**config.mk**
```make
export PLATFORM = sky130hd
export DESIGN_NAME = i2c_byte_ctrl
export DESIGN_NICKNAME = d
export VERILOG_FILES = /design/src/rtl/i2c_byte_ctrl.sv
export SDC_FILE = /design/constraint.sdc
export NUM_CORES = 1
export LEC_CHECK = 0
export BUFFER_PORTS_ARGS = -buffer_cell sky130_fd_sc_hd__buf_4
export CAP_MARGIN = 20
export CORE_ASPECT_RATIO = 1.2
export CORE_MARGIN = 2
export CORE_UTILIZATION = 51
export CTS_CLUSTER_SIZE = 40
export DETAILED_ROUTE_END_ITERATION = 6
export PLACE_DENSITY = 0.75
export SLEW_MARGIN = 5
export SYNTH_ARGS = -nofsm -noshare
export SYNTH_HDL_FRONTEND = slang
export SYNTH_SLANG_ARGS = --single-unit
```
**constraint.sdc**
```tcl
create_clock -name clk -period 1.75 [get_ports clk]
set_input_delay 0.35 -clock clk [delete_from_list [all_inputs] [get_ports clk]]
set_output_delay 0.35 -clock clk [all_outputs]
set_load 0.02 [all_outputs]
```
**src/rtl/i2c_byte_ctrl.sv**
```systemverilog
`default_nettype none
// ============================================================================
// Module      : i2c_byte_ctrl
// Description : I2C master byte engine. Each divider tick advances one
//               quarter-bit phase; sequences optional START, 8 data bits,
//               ACK slot and optional STOP on open-drain SCL/SDA enables.
// Revision    : 1.0 - initial release
// ============================================================================
module i2c_byte_ctrl (
    input  logic       clk,
    input  logic       rst,        // asynchronous, active low
    input  logic       tick,
    input  logic       cmd_valid,
    output logic       cmd_ready,
    input  logic       cmd_start,
    input  logic       cmd_stop,
    input  logic       cmd_read,
    input  logic [7:0] tx_data,
    input  logic       ack_in,
    input  logic       sda_i,
    output logic [7:0] rx_data,
    output logic       ack_out,
    output logic       done,
    output logic       busy,
    output logic       scl_oe,
    output logic       sda_oe
);

    localparam logic [2:0] C_ST_IDLE  = 3'd0;
    localparam logic [2:0] C_ST_START = 3'd1;
    localparam logic [2:0] C_ST_DATA  = 3'd2;
    localparam logic [2:0] C_ST_ACK   = 3'd3;
    localparam logic [2:0] C_ST_STOP  = 3'd4;
    localparam logic [2:0] C_ST_DONE  = 3'd5;

    localparam logic [1:0] C_PH0 = 2'd0;
    localparam logic [1:0] C_PH1 = 2'd1;
    localparam logic [1:0] C_PH2 = 2'd2;
    localparam logic [1:0] C_PH3 = 2'd3;

    logic [2:0] state_q,     state_d;
    logic [1:0] phase_q,     phase_d;
    logic [2:0] bit_cnt_q,   bit_cnt_d;
    logic       bus_owned_q, bus_owned_d;
    logic       scl_oe_q,    scl_oe_d;
    logic       sda_oe_q,    sda_oe_d;
    logic [7:0] rx_shift_q,  rx_shift_d;
    logic [7:0] rx_data_q,   rx_data_d;
    logic       ack_out_q,   ack_out_d;
    logic       cmd_stop_q,  cmd_stop_d;
    logic       cmd_read_q,  cmd_read_d;
    logic [7:0] tx_data_q,   tx_data_d;
    logic       ack_in_q,    ack_in_d;

    logic       accept;

    assign accept    = cmd_valid && (state_q == C_ST_IDLE);
    assign cmd_ready = (state_q == C_ST_IDLE);
    assign busy      = (state_q != C_ST_IDLE);
    assign done      = (state_q == C_ST_DONE);
    assign scl_oe    = scl_oe_q;
    assign sda_oe    = sda_oe_q;
    assign rx_data   = rx_data_q;
    assign ack_out   = ack_out_q;

    // State register and all datapath flops; reset releases both lines at once
    always_ff @(posedge clk or negedge rst) begin
        if (!rst) begin
            state_q     <= C_ST_IDLE;
            phase_q     <= C_PH0;
            bit_cnt_q   <= 3'd0;
            bus_owned_q <= 1'b0;
            scl_oe_q    <= 1'b0;
            sda_oe_q    <= 1'b0;
            rx_shift_q  <= 8'h00;
            rx_data_q   <= 8'h00;
            ack_out_q   <= 1'b0;
            cmd_stop_q  <= 1'b0;
            cmd_read_q  <= 1'b0;
            tx_data_q   <= 8'h00;
            ack_in_q    <= 1'b0;
        end else begin
            state_q     <= state_d;
            phase_q     <= phase_d;
            bit_cnt_q   <= bit_cnt_d;
            bus_owned_q <= bus_owned_d;
            scl_oe_q    <= scl_oe_d;
            sda_oe_q    <= sda_oe_d;
            rx_shift_q  <= rx_shift_d;
            rx_data_q   <= rx_data_d;
            ack_out_q   <= ack_out_d;
            cmd_stop_q  <= cmd_stop_d;
            cmd_read_q  <= cmd_read_d;
            tx_data_q   <= tx_data_d;
            ack_in_q    <= ack_in_d;
        end
    end

    // Next-state: phase/bit sequencing, advancing only on tick in bus states
    always_comb begin
        state_d   = state_q;
        phase_d   = phase_q;
        bit_cnt_d = bit_cnt_q;
        case (state_q)
            C_ST_IDLE: begin
                // a tick coinciding with accept is deliberately not consumed
                if (accept) begin
                    state_d   = cmd_start ? C_ST_START : C_ST_DATA;
                    phase_d   = C_PH0;
                    bit_cnt_d = 3'd7;
                end
            end
            C_ST_START: begin
                if (tick) begin
                    phase_d = phase_q + 2'd1;
                    if (phase_q == C_PH3) begin
                        state_d = C_ST_DATA;
                    end
                end
            end
            C_ST_DATA: begin
                if (tick) begin
                    phase_d = phase_q + 2'd1;
                    if (phase_q == C_PH3) begin
                        if (bit_cnt_q == 3'd0) begin
                            state_d = C_ST_ACK;
                        end else begin
                            bit_cnt_d = bit_cnt_q - 3'd1;
                        end
                    end
                end
            end
            C_ST_ACK: begin
                if (tick) begin
                    phase_d = phase_q + 2'd1;
                    if (phase_q == C_PH3) begin
                        state_d = cmd_stop_q ? C_ST_STOP : C_ST_DONE;
                    end
                end
            end
            C_ST_STOP: begin
                if (tick) begin
                    phase_d = phase_q + 2'd1;
                    if (phase_q == C_PH3) begin
                        state_d = C_ST_DONE;
                    end
                end
            end
            C_ST_DONE: begin
                state_d = C_ST_IDLE;
            end
            default: begin
                state_d = C_ST_IDLE;
                phase_d = C_PH0;
            end
        endcase
    end

    // Outputs: line enables per phase, command latch, rx/ack capture
    always_comb begin
        bus_owned_d = bus_owned_q;
        scl_oe_d    = scl_oe_q;
        sda_oe_d    = sda_oe_q;
        rx_shift_d  = rx_shift_q;
        rx_data_d   = rx_data_q;
        ack_out_d   = ack_out_q;
        cmd_stop_d  = cmd_stop_q;
        cmd_read_d  = cmd_read_q;
        tx_data_d   = tx_data_q;
        ack_in_d    = ack_in_q;
        case (state_q)
            C_ST_IDLE: begin
                // SCL stays low between bytes of an open transaction
                scl_oe_d = bus_owned_q;
                sda_oe_d = 1'b0;
                if (accept) begin
                    cmd_stop_d = cmd_stop;
                    cmd_read_d = cmd_read;
                    tx_data_d  = tx_data;
                    ack_in_d   = ack_in;
                end
            end
            C_ST_START: begin
                if (tick) begin
                    case (phase_q)
                        C_PH0: begin
                            // on a repeated START SCL is still low while SDA releases
                            scl_oe_d = bus_owned_q;
                            sda_oe_d = 1'b0;
                        end
                        C_PH1: begin
                            scl_oe_d = 1'b0;
                            sda_oe_d = 1'b0;
                        end
                        C_PH2: begin
                            scl_oe_d = 1'b0;
                            sda_oe_d = 1'b1;
                        end
                        default: begin
                            scl_oe_d    = 1'b1;
                            sda_oe_d    = 1'b1;
                            bus_owned_d = 1'b1;
                        end
                    endcase
                end
            end
            C_ST_DATA: begin
                if (tick) begin
                    case (phase_q)
                        C_PH0: begin
                            scl_oe_d = 1'b1;
                            sda_oe_d = cmd_read_q ? 1'b0 : ~tx_data_q[bit_cnt_q];
                        end
                        C_PH1: begin
                            scl_oe_d = 1'b0;
                        end
                        C_PH2: begin
                            scl_oe_d = 1'b0;
                            if (cmd_read_q) begin
                                rx_shift_d = {rx_shift_q[6:0], sda_i};
                            end
                        end
                        default: begin
                            scl_oe_d = 1'b1;
                        end
                    endcase
                end
            end
            C_ST_ACK: begin
                if (tick) begin
                    case (phase_q)
                        C_PH0: begin
                            scl_oe_d = 1'b1;
                            sda_oe_d = cmd_read_q ? ~ack_in_q : 1'b0;
                        end
                        C_PH1: begin
                            scl_oe_d = 1'b0;
                        end
                        C_PH2: begin
                            scl_oe_d = 1'b0;
                            if (!cmd_read_q) begin
                                ack_out_d = sda_i;
                            end
                        end
                        default: begin
                            scl_oe_d = 1'b1;
                        end
                    endcase
                end
            end
            C_ST_STOP: begin
                if (tick) begin
                    case (phase_q)
                        C_PH0: begin
                            scl_oe_d = 1'b1;
                            sda_oe_d = 1'b1;
                        end
                        C_PH1: begin
                            scl_oe_d = 1'b0;
                            sda_oe_d = 1'b1;
                        end
                        C_PH2: begin
                            scl_oe_d = 1'b0;
                            sda_oe_d = 1'b0;
                        end
                        default: begin
                            scl_oe_d    = 1'b0;
                            sda_oe_d    = 1'b0;
                            bus_owned_d = 1'b0;
                        end
                    endcase
                end
            end
            C_ST_DONE: begin
                // pre-load idle levels so IDLE shows them from its first cycle
                scl_oe_d = bus_owned_q;
                sda_oe_d = 1'b0;
            end
            default: begin
                scl_oe_d = 1'b0;
                sda_oe_d = 1'b0;
            end
        endcase
        // received byte becomes visible together with done
        if ((state_d == C_ST_DONE) && (state_q != C_ST_DONE) && cmd_read_q) begin
            rx_data_d = rx_shift_q;
        end
    end

endmodule
`default_nettype wire

```
==> Word-level counts from Yosys, hierarchy flattened <==
Cells that the tools add are included.
{ "classes": {"mux": 46, "bitwise": 4, "order_cmp": 1, "reduce_logical": 23, "eq_ne": 23, "addsub": 2} }
{ "op_table": {"columns": ["cell", "n"], "rows": [
  ["$mux W3", 14],
  ["$mux W1", 21],
  ["$ne A2 B2 Y1 const B", 8],
  ["$pmux W3 S5", 1],
  ["$ne A2 B1 Y1 const B", 5],
  ["$reduce_and A5 Y1", 2],
  ["$eq A3 B3 Y1 const B", 3],
  ["$pmux W1 S4", 2],
  ["$reduce_and A4 Y1", 2],
  ["$reduce_or A2 Y1", 4],
  ["$eq A3 B2 Y1 const B", 2],
  ["$logic_not A3 Y1", 2],
  ["$mux W2", 3],
  ["$pmux W2 S3", 1],
  ["$pmux W3 S2", 1],
  ["$reduce_and A3 Y1", 2],
  ["$reduce_and A6 Y1", 1],
  ["$eq A2 B2 Y1 const B", 2],
  ["$lt A3 B4 Y1 const B", 1],
  ["$not A1 Y1", 4],
  ["$pmux W1 S2", 2],
  ["$reduce_bool A2 Y1", 2],
  ["$reduce_or A4 Y1", 1],
  ["$bmux W1 S3", 1],
  ["10 further kinds", 12]
]} }
{ "totals": {"out_inout_bits": 14, "wordCells": 112, "inputBits": 17, "register_bits": 39} }

==> Depth between registers and ports, before layout <==
{ "depth": {"word_depth": 8, "ltp_mapped": 6, "depth_no_buf": 6} }

==> Least setup slack after synthesis <==
Ideal clock, no wire load.
{ "synth_path": {"path_kind": "flip-flop to flip-flop", "startpoint": "register state_q[1]", "endpoint": "register scl_oe_q, in the netlist scl_oe", "path_buffers": 1, "path_stages_with_launch": 7, "path_slack_ps": -249, "arrival_time_ps": 1874, "t_required_ps": 1625, "setup_time_ps": 125, "period_less_slack_ps": 1999, "cell_sequence": "dfrtp_1 buf_4 nor3_1 inv_1 nand2_1 nor2_1 mux2_2"} }
{ "synth_between": {"word_cells_on_any_way": 13, "cone_classes": "eq/ne: 8; mux: 1; reduce/logical: 4"} }
{ "synth_lines": {"columns": ["item", "line_no", "source"], "rows": [
  ["start, declared", "41", "logic [2:0] state_q, state_d;"],
  ["start signal, assigned", "83", "state_q <= state_d;"],
  ["$logic_not A3 Y1", null, null],
  ["via cmd_ready", "14", "output logic cmd_ready,"],
  ["$reduce_or A2 Y1 (no source line)", null, null],
  ["$pmux W1 S4", "171", "case (state_q)"],
  ["end signal, assigned", "87", "scl_oe_q <= scl_oe_d;"],
  ["end, declared", "45", "logic scl_oe_q, scl_oe_d;"]
]} }
The timed path passes the listed nets, and every way through them passes these cells.
A chain may end at the register's enable or synchronous reset.

==> Worst setup path after layout <==
{ "layout_path": {"startpoint": "register phase_q[0]", "endpoint": "register rx_data_q[7], in the netlist rx_data[7]"} }
{ "layout_between": {"elab_chain_len": 7, "word_cells_on_any_way": 13, "cone_classes": "eq/ne: 2; mux: 9; reduce/logical: 2"} }
{ "layout_lines": {"columns": ["item", "line_no", "source"], "rows": [
  ["start, declared", "42", "logic [1:0] phase_q, phase_d;"],
  ["start signal, assigned", "84", "phase_q <= phase_d;"],
  ["$eq A2 B2 Y1 (*)", null, null],
  ["$mux W3, on equally long branches (2 in series)", null, null],
  ["$pmux W3 S5 (*)", "104", "case (state_q)"],
  ["$eq A3 B3 Y1 (*)", "285", "if ((state_d == C_ST_DONE) && (state_q != C_ST_DONE) && cmd_read_q) begin"],
  ["$logic_and A1 B1 Y1 (*) (2 in series)", "285", null],
  ["end signal, assigned", "90", "rx_data_q <= rx_data_d;"],
  ["end, declared", "48", "logic [7:0] rx_data_q, rx_data_d;"]
]} }
Every way passes the cells marked *; elsewhere a longest branch is shown, timed or not.

==> results_dict.tcl <==
set metrics [dict create \
    yosysWarnings 0 \
    regArea_um2 978 \
    grt_pass1_wl_mm 8.09 \
    start_kind "register" \
    path_cells "ha_2 -> and3_1 -> a31oi_1 -> a311oi_4 -> buf_12 -> mux2_4" \
    slew_viol_final 0 \
    path_delay_family "compound AO/OA/AOI/OAI gates" \
    drcViolationCount 0 \
    path_max_fanout 8 \
    slew_headroom_pct 67.5 \
    synth_cells 198 \
    slowest_delay_ns 0.38 \
    num_io_pins 31 \
    synthSimpleGateAreaFrac_pct 18.2 \
    track_usage_pct 22.4 \
    synth-xor-area-share_pct 0 \
    crit_arrival_ns 2.06 \
    clk_pin_slew_worst_paths_ns 0.08 \
    die_h_um 74.0 \
    final_area_um2 2940 \
    placed_cells 304 \
    max_freq_ghz 0.529 \
    antenna_cells 0 \
    synth_edf_count 0 \
    layout_common_cells "59 x buf_4, 39 x nand2_1, 37 x dfrtp_1, 17 x mux2_4, 11 x buf_6" \
    routed_wl_mm 5.05 \
    viasPerCell 5.45 \
    cts_made_buffers 5 \
    via_count 1761 \
    start_util_pct 52.8 \
    synth_adder_area_share_pct 3.61 \
    multi_input_area_um2 1170 \
    ant_nets 0 \
    dpl_cell_area_um2 2580 \
    syn_nets 221 \
    critPathBufInv 1 \
    nFillCells 280 \
    die_area_um2 4610 \
    synthMuxAreaShare_pct 14.5 \
    rr_worst_depth 6 \
    cts_num_sinks 39 \
    portBuffers 30 \
    clock_latency_ns 0.29 \
    die_x_um 62.3 \
    syn_to_final_growth_pct 41.6 \
    pre_cts_ws_ns -0.138 \
    setup_tns_ns -2.02 \
    synth_compound_area_share_pct 12.7 \
    rsz0062_at_grt "yes" \
    required_ns 1.92 \
    min_path_type "in2async" \
    drive_above_1_share_pct 48.7 \
    core_area_um2 3940 \
    cap_violations 0 \
    outcome "finished, violations left" \
    cts_tree "done" \
    final_nets 291 \
    syn_area_um2 2080 \
    synth_seq_cells 39 \
    layout_setup_ws_ns -0.142 \
    crit_slowest_cell "dfrtp_1" \
    grt_overflow_total 0 \
    grt_pass1_vias 1696 \
    ys.flop_type "dfrtp_1" \
    tightest_slew_ns 0.488 \
    skew_ns 0.00680 \
    final_cells 323 \
    critical_path_class "reg2reg" \
    rows 25 \
    synth_area_leaders "dfrtp_1 47%, mux2_2 11%, nand2_1 7.2%" \
    wire_per_inst_um 15.6 \
    pwr_density_cell_nw_per_um2 1430 \
    hpwl_mm 3.18 \
    cts_buffer_depth 2 \
    seq_area_frac_synth_pct 46.9 \
    setup_violations 21 \
    fin_total_pwr_mw 4.22 \
    synth_area_per_cell_um2 10.5 \
    yosysTopAreaCell "dfrtp_1" \
    grt_antenna_before_repair 0 \
    final_common_cell "buf_4" \
    hold_viol_final 0 \
    dr.pass1.iters 4 \
    hold_slack_ns 0.0113 \
    fin_util_pct 74.7 \
    leakage_nw 1.43 \
    synth_cell_type_count 48 \
    synth_top_family_by_area "simple AND/OR/NAND/NOR gates" \
    ir_drop_mv 0.759 \
    cts_root_buf "clkbuf_8" \
    synth_top_area_share_pct 46.9 \
    failed_checks "setup timing" \
    gp_congestion 0.836 \
    path_depth 6 \
    grt_max_degree 40 \
    postCtsHoldBufs 0 \
    htreeDepth 2 \
    post-route-period-util_pct 108 \
    ys_async_sr_fraction_pct 100 \
    period_minus_slack_ns 1.89 \
    end_kind "register" \
    drtIter0Drc 81 \
]
[synth_stat cells, types with 2 or more instances]
master / instances
nand2b_1: 2
mux4_2: 2
ha_1: 6
a21oi_1: 5
mux2_2: 21
clkbuf_1: 6
o21ai_0: 10
nand3_1: 4
mux2i_1: 2
nor3_1: 3
o22a_1: 2
a22oi_1: 3
nor2b_1: 5
nand2_1: 40
dfrtp_1: 39
nor2_1: 7
and2_1: 2
inv_1: 9
[registers in the layout (all words and copies together) (netlist names)]
| register | flops |
|---|---|
| phase_q | 2 |
| tx_data_q | 8 |
| ack_in_q | 1 |
| sda_oe | 1 |
| cmd_read_q | 1 |
| state_q | 3 |
| ack_out | 1 |
| bit_cnt_q | 3 |
| bus_owned_q | 1 |
| rx_data | 8 |
| rx_shift_q | 8 |
| scl_oe | 1 |
| cmd_stop_q | 1 |
[cells by family after synthesis]
| family | Yosys count |
|---|---|
| flip-flops | 39 |
| AO/OA/AOI/OAI | 36 |
| AND/OR/NAND/NOR | 73 |
| adder cells (fa/ha/maj) | 6 |
| multiplexers | 25 |
| buffers and inverters | 19 |
[timing repair]
item	CTS	global route
pin swaps	8	13
buffers inserted	3	7
setup endpoints to repair	21	24
resized for setup	29	23
cloned	0	1
[layout make-up]
cell class | count | share of cell area, %
multi-input combinational | 140 | 39.7
sequential | 39 | 33.2
timing repair buffer | 73 | 20.8
clock buffer | 6 | 2.46
tap | 54 | 2.29
inverter | 9 | 1.15
clock inverter | 2 | 0.425
[power breakdown]
part / switching [mW] / leakage, nW / total (mW) / internal, mW
registers: 0.201 / 0.492 / 1.37 / 1.17
logic: 1.06 / 0.899 / 2.27 / 1.20
clock network: 0.308 / 0.0412 / 0.587 / 0.278
[worst reg2reg max path, stage by stage, from the launching register on]
cell      delay, ns
dfrtp_1        0.38
ha_2           0.21
and3_1         0.22
a31oi_1        0.18
a311oi_4       0.30
buf_12         0.18
mux2_4         0.30
[routing by layer]
layer  up-vias  global-route usage (%)  wire length [um]
met1       876                    27.9              2130
met5         -                       0                 0
met3        11                    3.78               165
met4         0                    8.64               125
li1        837                       -                 -
met2        37                    40.1              2630
[path summary, 6_finish.rpt]
path	startpoint	to	slack, ns
min in group clk	tx_data[0]	tx_data_q[0]	0.25
worst max register to register	phase_q[0]	rx_data[7]	-0.14
worst min-delay path	rst	sda_oe	0.01
worst min register to register	tx_data_q[6]	tx_data_q[6]	0.48
worst max-delay path	phase_q[0]	rx_data[7]	-0.14
max in group asynchronous	rst	state_q[2]	1.38
Power figures use the tool's default switching activity.
